$ cat config.mk
export PLATFORM = sky130hd
export DESIGN_NAME = ac97_codec_resp
export DESIGN_NICKNAME = d
export VERILOG_FILES = /design/src/rtl/ac97_codec_resp_pkg.sv /design/src/rtl/ac97_codec_resp.sv
export SDC_FILE = /design/constraint.sdc
export NUM_CORES = 1
export LEC_CHECK = 0
export ABC_AREA = 1
export BUFFER_PORTS_ARGS = -buffer_cell sky130_fd_sc_hd__buf_4
export CAP_MARGIN = 20
export CORE_AREA = 2 2 333 335
export CTS_CLUSTER_DIAMETER = 120
export DETAILED_ROUTE_END_ITERATION = 12
export DIE_AREA = 0 0 335 337
export PLACE_DENSITY_LB_ADDON = 0.05
export SYNTH_ARGS = -nofsm -noshare
export SYNTH_HDL_FRONTEND = slang
export SYNTH_SLANG_ARGS = --single-unit
export TNS_END_PERCENT = 50
$ cat constraint.sdc
create_clock -name sys_clk -period 2.7 [get_ports sys_clk]
set_clock_uncertainty 0.1 [all_clocks]
set_input_delay 0.135 -clock sys_clk [delete_from_list [all_inputs] [get_ports sys_clk]]
set_output_delay 0.135 -clock sys_clk [all_outputs]
set_load 0.02 [all_outputs]
$ cat src/rtl/ac97_codec_resp_pkg.sv
// AC'97 codec responder shared definitions.
// Register indices, slot field positions and register default values.
// Defaults are resolved per register-file word by reg_default().
package ac97_codec_resp_pkg;

   localparam int NUM_WORDS = 64;

   // Register indices (7-bit AC'97 register address space)
   localparam logic [6:0] IDX_RESET  = 7'h00;
   localparam logic [6:0] IDX_MASTER = 7'h02;
   localparam logic [6:0] IDX_PCM    = 7'h18;
   localparam logic [6:0] IDX_POWER  = 7'h26;
   localparam logic [6:0] IDX_VID1   = 7'h7C;
   localparam logic [6:0] IDX_VID2   = 7'h7E;

   // Word positions in the 64-entry file (index / 2)
   localparam logic [5:0] W_MASTER = IDX_MASTER[6:1];
   localparam logic [5:0] W_PCM    = IDX_PCM[6:1];
   localparam logic [5:0] W_POWER  = IDX_POWER[6:1];
   localparam logic [5:0] W_VID1   = IDX_VID1[6:1];
   localparam logic [5:0] W_VID2   = IDX_VID2[6:1];

   // Slot field positions
   localparam int SLOT_RW_BIT = 19;
   localparam int SLOT_IDX_HI = 18;
   localparam int SLOT_IDX_LO = 12;
   localparam int SLOT_DAT_HI = 19;
   localparam int SLOT_DAT_LO = 4;

   // Default register values
   localparam logic [15:0] DEF_MASTER = 16'h8000;
   localparam logic [15:0] DEF_PCM    = 16'h8808;
   localparam logic [15:0] DEF_POWER  = 16'h000F;

   // Default value of one register-file word; vendor IDs come from the instance
   function automatic logic [15:0] reg_default(input logic [5:0]  word,
                                               input logic [15:0] vid1,
                                               input logic [15:0] vid2);
      logic [15:0] v;
      v = 16'h0000;
      case (word)
         W_MASTER: v = DEF_MASTER;
         W_PCM:    v = DEF_PCM;
         W_POWER:  v = DEF_POWER;
         W_VID1:   v = vid1;
         W_VID2:   v = vid2;
         default:  v = 16'h0000;
      endcase
      return v;
   endfunction

endpackage

$ cat src/rtl/ac97_codec_resp.sv
// AC'97 codec register responder: decodes slot-1/2 commands, returns one status reply.
// Latency: a read decoded in cycle N is answered on the first up frame strictly after N.
// Backpressure: none; newest pending read wins, commands ignored until codec-ready.
module ac97_codec_resp
   import ac97_codec_resp_pkg::*;
#(
   parameter int unsigned READY_DELAY = 16,
   parameter logic [15:0] VENDOR_ID1  = 16'h4D4C,
   parameter logic [15:0] VENDOR_ID2  = 16'h4D53
) (
   input  logic        sys_clk,
   input  logic        sys_rst,
   input  logic        down_next_frame,
   input  logic        down_addr_valid,
   input  logic [19:0] down_addr,
   input  logic        down_data_valid,
   input  logic [19:0] down_data,
   input  logic        up_next_frame,
   output logic        up_frame_valid,
   output logic        up_addr_valid,
   output logic [19:0] up_addr,
   output logic        up_data_valid,
   output logic [19:0] up_data,
   output logic [15:0] master_vol,
   output logic [15:0] pcm_vol
);

   logic [15:0] r_regs [0:NUM_WORDS-1];
   logic [15:0] r_cnt;
   logic        r_pending;
   logic [6:0]  r_pend_index;

   logic        w_ready;
   logic        w_cmd;
   logic [6:0]  w_idx;
   logic [15:0] w_wdata;
   logic        w_is_read;
   logic        w_is_write;
   logic        w_soft_reset;
   logic        w_wr_en;
   logic        w_reply;
   logic [15:0] w_rd_val;
   logic        w_unused;

   // Ignored slot bits are folded here so they are visibly consumed
   assign w_unused = ^{down_addr[SLOT_IDX_LO-1:0], down_data[SLOT_DAT_LO-1:0]};

   assign w_ready      = (r_cnt == 16'd0);
   assign w_cmd        = down_next_frame & down_addr_valid & w_ready;
   assign w_idx        = down_addr[SLOT_IDX_HI:SLOT_IDX_LO];
   assign w_wdata      = down_data[SLOT_DAT_HI:SLOT_DAT_LO];
   assign w_is_read    = w_cmd &  down_addr[SLOT_RW_BIT];
   assign w_is_write   = w_cmd & ~down_addr[SLOT_RW_BIT] & down_data_valid;
   assign w_soft_reset = w_is_write & (w_idx == IDX_RESET);
   assign w_wr_en      = w_is_write & ~w_idx[0];
   assign w_reply      = up_next_frame & r_pending;

   // Odd indices have no storage and read as zero
   assign w_rd_val = r_pend_index[0] ? 16'h0000 : r_regs[r_pend_index[6:1]];

   // Codec-ready countdown: loaded at reset, sticks at zero
   always_ff @(posedge sys_clk) begin
      if (sys_rst) begin
         r_cnt <= 16'(READY_DELAY);
      end else if (r_cnt != 16'd0) begin
         r_cnt <= r_cnt - 16'd1;
      end
   end

   // Pending read: a new read overrides the clear from a same-cycle reply
   always_ff @(posedge sys_clk) begin
      if (sys_rst) begin
         r_pending    <= 1'b0;
         r_pend_index <= 7'd0;
      end else if (w_is_read) begin
         r_pending    <= 1'b1;
         r_pend_index <= w_idx;
      end else if (w_reply) begin
         r_pending    <= 1'b0;
      end
   end

   // Register file: defaults on reset or reset-register write, else command writes
   always_ff @(posedge sys_clk) begin
      if (sys_rst || w_soft_reset) begin
         for (int i = 0; i < NUM_WORDS; i++) begin
            r_regs[i] <= reg_default(6'(i), VENDOR_ID1, VENDOR_ID2);
         end
      end else if (w_wr_en) begin
         case (w_idx)
            IDX_POWER: r_regs[W_POWER] <= {w_wdata[15:4], 4'hF};
            IDX_VID1, IDX_VID2: begin
               // vendor IDs are read-only
            end
            default:   r_regs[w_idx[6:1]] <= w_wdata;
         endcase
      end
   end

   assign up_frame_valid = w_ready;
   assign up_addr_valid  = r_pending;
   assign up_data_valid  = r_pending;
   assign up_addr        = r_pending ? {1'b0, r_pend_index, 12'd0} : 20'd0;
   assign up_data        = r_pending ? {w_rd_val, 4'd0} : 20'd0;
   assign master_vol     = r_regs[W_MASTER];
   assign pcm_vol        = r_regs[W_PCM];

endmodule

# Word level (Yosys, flattened, before mapping)
# Memory sizes are Yosys's and may differ from the RTL's. A register that Yosys moved wholly into a read port is not among the register bits.
# Cells that the tools add are included.
dict set report word_totals {
  reg_bits 24
  ram_bits 1024
  in_bits 46
  output_inout_bits 75
  elab_cells 53
  mem_count 1
}
dict set report classes {
  add_sub_neg 1
  n_eq_ne 3
  muxes 27
  bitwise 11
  n_reduce_logical 7
}
# name depth width read_ports rd_ports_with_merged_regs write_ports line
set memory_table {}
lappend memory_table {r_regs 64 16 3 1 64 ac97_codec_resp.sv:28} ;# logic [15:0] r_regs [0:NUM_WORDS-1];
# op n
set ops {}
lappend ops {{16-bit 2-to-1 mux} 9}
lappend ops {{20-bit 2-to-1 mux} 1}
lappend ops {{19-bit 2-to-1 mux} 1}
lappend ops {{6-bit 2-to-1 mux} 3}
lappend ops {{16-bit zero test} 1}
lappend ops {{16-bit nonzero test} 1}
lappend ops {{16-bit OR reduction} 1}
lappend ops {{16-bit by 1-bit subtractor with 16-bit output, second input constant} 1}
lappend ops {{7-bit equality test, second input constant} 2}
lappend ops {{1-bit 2-to-1 mux} 13}
lappend ops {{1-bit bitwise AND} 8}
lappend ops {{7-bit by 6-bit equality test with 1-bit output, second input constant} 1}
lappend ops {{7-bit zero test} 1}
lappend ops {{3-bit OR reduction} 1}
lappend ops {{1-bit NOT} 2}
lappend ops {{2-bit nonzero test} 1}
lappend ops {{1-bit logical OR} 1}
lappend ops {{1-bit OR} 1}

# Logic depth before layout (Yosys ltp)
dict set report depth {
  depth_word 10
  ltp_mapped 12
  depth_no_buf 12
}

# Worst setup path before layout
# No wires, ideal clock.
dict set report synth_path {
  path_kind {input to register}
  from {in down_addr[17]}
  to {mem r_regs[19][0] (enable)}
  setup_ps 411
  arrival_ps 2209
  required_time_ps 2189
  setup_slack_ps -20
  stages 5
  n_path_buf 1
  cell_sequence {buf_4 -> inv_4 -> nor3_4 -> nand2_2 -> o21ai_0}
}
# item line
set synth_rtl {}
lappend synth_rtl {{start: declaration} ac97_codec_resp.sv:15} ;# input logic [19:0] down_addr,
lappend synth_rtl {{end: declaration} ac97_codec_resp.sv:28}

==> summary.txt <==
via count - 36,500
fillers - 9,501
layout cells sized above 1 - 0.197
final setup fails - 16
WL/cell - 23.7 microns
I/O pin total - 121
# diodes - 0
Worst Path Required - 2470 ps
Power Dens Cells - 637 mW/mm^2
final setup margin - -431 ps
slowest CP cell - dfxtp_4
NumNets Final - 5,234
Post-synth top flop - edfxtp_1
antenna-violating nets left - 0
cell count of the worst reg-to-reg path - 12
Ys Warns - 0
critical path type - reg2out
post-synth top area share - 0.631
Max Cap Viol - 0
Die Ht - 337 microns
Crit Path Max Fanout - 7
Fin Setup TNS - -6020 ps
Worst-Margin Slew - 1240 ps
Post-Synthesis Cells - 4,945
die area - 0.113 sq mm
critical path launch point type - flop
max incr delay on CP - 370 ps
CP Buf/Inv Count - 6
commonest cells after routing, fill and taps aside - 1,282 x nand2_1, 1,024 x edfxtp_1, 998 x nor2_1
Design Power - 38.7 mW
Seq/Total Area, Yosys - 0.643
pin count of the biggest net entering global routing - 62
initial antenna violation count - 1
Final Wtd Congestion - 0.919
drt pass-1 iters - 5
achievable frequency - 0.319 GHz
CP top delay family - buffers and inverters
Finished Layout Cells - 6,712
Placed Area - 0.0534 sq mm
TritonCTS clock tree - done
num rows - 122
synthesis-to-layout area growth - 24.6%
WL final - 159 mm
commonest non-fill, non-tap cell in the layout - nand2_1
H-tree depth - 3
post-synth top area cell - edfxtp_1
Max Slew Vio Count - 0
dominant cells by area after synthesis - edfxtp_1 63%, nand2_1 11%, nand3_1 9.0%
Hold Crit Class - in2reg
drt initial violations - 3,410
Detail Placement HPWL - 95.8 mm
Final period util - 1.16
detail-routed via count per cell - 5.44
grt ovf - 0
status - finished, violations left
CTS Root Cell - clkbuf_16
cell mode on critical path - nand2_1
hold path depth - 3
clk_lat worst skew - 710 ps
GRT Util Overall - 0.277
placed instance count - 6,409
DRC errors left - 0
WP depth - 14
P_leak - 24.4 nW
post-route cell area - 0.0608 sq mm
Slew headroom - 0.168
final worst path period need - 3130 ps
cell area after synthesis - 0.0488 sq mm
Fin. Hold Viols - 0
first-pass GRT wire length - 231 mm
Crit. End Element - output pin
CTS Buf Count - 116
Die X - 335 microns
initial core utilization - 0.445
core footprint - 0.110 sq mm
EDFF count, synth - 1,024
worst IR drop on VDD - 0.530 mV
Worst Path Arrival - 2900 ps
synthesized flop and latch total - 1,054
RSZ-0062 raised after global routing - true
critical path, cell by cell - buf_12, clkinv_16, buf_16, clkbuf_16, nand2_1, nand3_1, nand3_1, nand2_1, nand2_1, nand3_2, nand3_4, a21oi_2, buf_4, buf_6
clock sinks - 1,054
failing checks - setup timing
number of global-route vias before repair - 35,200
Syn Area/Cell - 9.86 sq um
Async SR Flop Fraction - 0
Distinct cells, synth - 33
PortBufs - 87
Worst-path clk slew - 60 ps
largest buffer count on any clock path - 3
-- synth_stat cells (4+ instances only) --
cell type,instances
edfxtp_1,1024
nor2_1,1004
nor3_1,5
nand4_4,58
buf_6,12
buf_2,4
xor2_1,5
dfxtp_1,30
nand3_1,874
buf_1,25
buf_4,81
clkinv_1,16
nand2_1,1382
a21oi_1,31
clkbuf_1,306
nor3_4,7
inv_1,38
o21ai_0,12
nand4_1,5
-- state kept, by name (all words and copies together) (netlist names), named ones only --
register / cells
r_pend_index: 7
up_addr_valid: 1
r_cnt: 16
r_regs: 1024
-- final timing paths --
kind	from	to	slack, ps
setup / recovery	flop	up_data[15]	-430
hold / removal	down_data[16]	r_regs[17][12]	60
setup reg to reg	r_cnt[1]	r_regs[34][3]	160
hold reg to reg	r_cnt[12]	r_cnt[12]	380
-- metrics by stage --
stage / worst slack, ps / utilization / hold WS [ps]
after floorplan: 23.8 / - / 183
after global placement: 4.23 / 0.487 / 296
after detailed placement: -16.4 / 0.487 / 306
after CTS: -505 / 0.540 / 40.8
after global routing: -497 / 0.554 / 82.6
final: -431 / 0.554 / 63.8
-- worst reg2reg max path: cells and delay by family (launching register included) --
| kind | cells | cell delay, ps |
|---|---|---|
| flip-flops | 1 | 340 |
| buffers and inverters | 4 | 770 |
| adder cells (fa/ha/maj) | 1 | 190 |
| AND/OR/NAND/NOR | 7 | 840 |
-- per-layer routing --
metal | vias to the layer above | track usage | part of all wire
met5 | - | 0 | 0
met4 | 0 | 0.0891 | 0.029
met3 | 221 | 0.0343 | 0.061
met2 | 1146 | 0.456 | 0.48
met1 | 18100 | 0.383 | 0.43
li1 | 17100 | - | -
-- cell families after synthesis --
family / after synthesis / share of synthesized area
compound gates: 44 / 0.00457
xor+xnor: 6 / 0.00108
fa+ha+maj: 2 / 0.000513
buf+inv: 488 / 0.0459
flops: 1054 / 0.643
other cells: 2 / 0.000154
simple gates: 3349 / 0.305
-- final cells by class --
class,count,area [sq um],share of cell area
repair buffers,482,6500,0.107
multi-input cells,3470,17000,0.280
repair inverters,2,41.3,0.000679
inverters,60,298,0.00490
flip-flops and latches,1054,31400,0.516
clock inverters,68,563,0.00927
clock buffers,150,3180,0.0523
well taps,1426,1780,0.0294
-- report_power, final --
group	leakage [nW]	switching (mW)	total [mW]	internal [mW]
registers	10.8	0.237	18.8	18.5
logic	11.8	2.87	4.27	1.40
clock network	1.84	6.59	15.7	9.10
total	24.4	9.70	38.7	29.0
-- timing repair --
item	in CTS	in global routing
setup endpoints to repair	23	1921
setup buffers	20	5
endpoints found under the hold margin	397	1
gates cloned	24	23
resized for setup	221	264
hold buffers	20	2
pin swaps	55	77
Note: power is estimated with default switching activity, not from simulation.
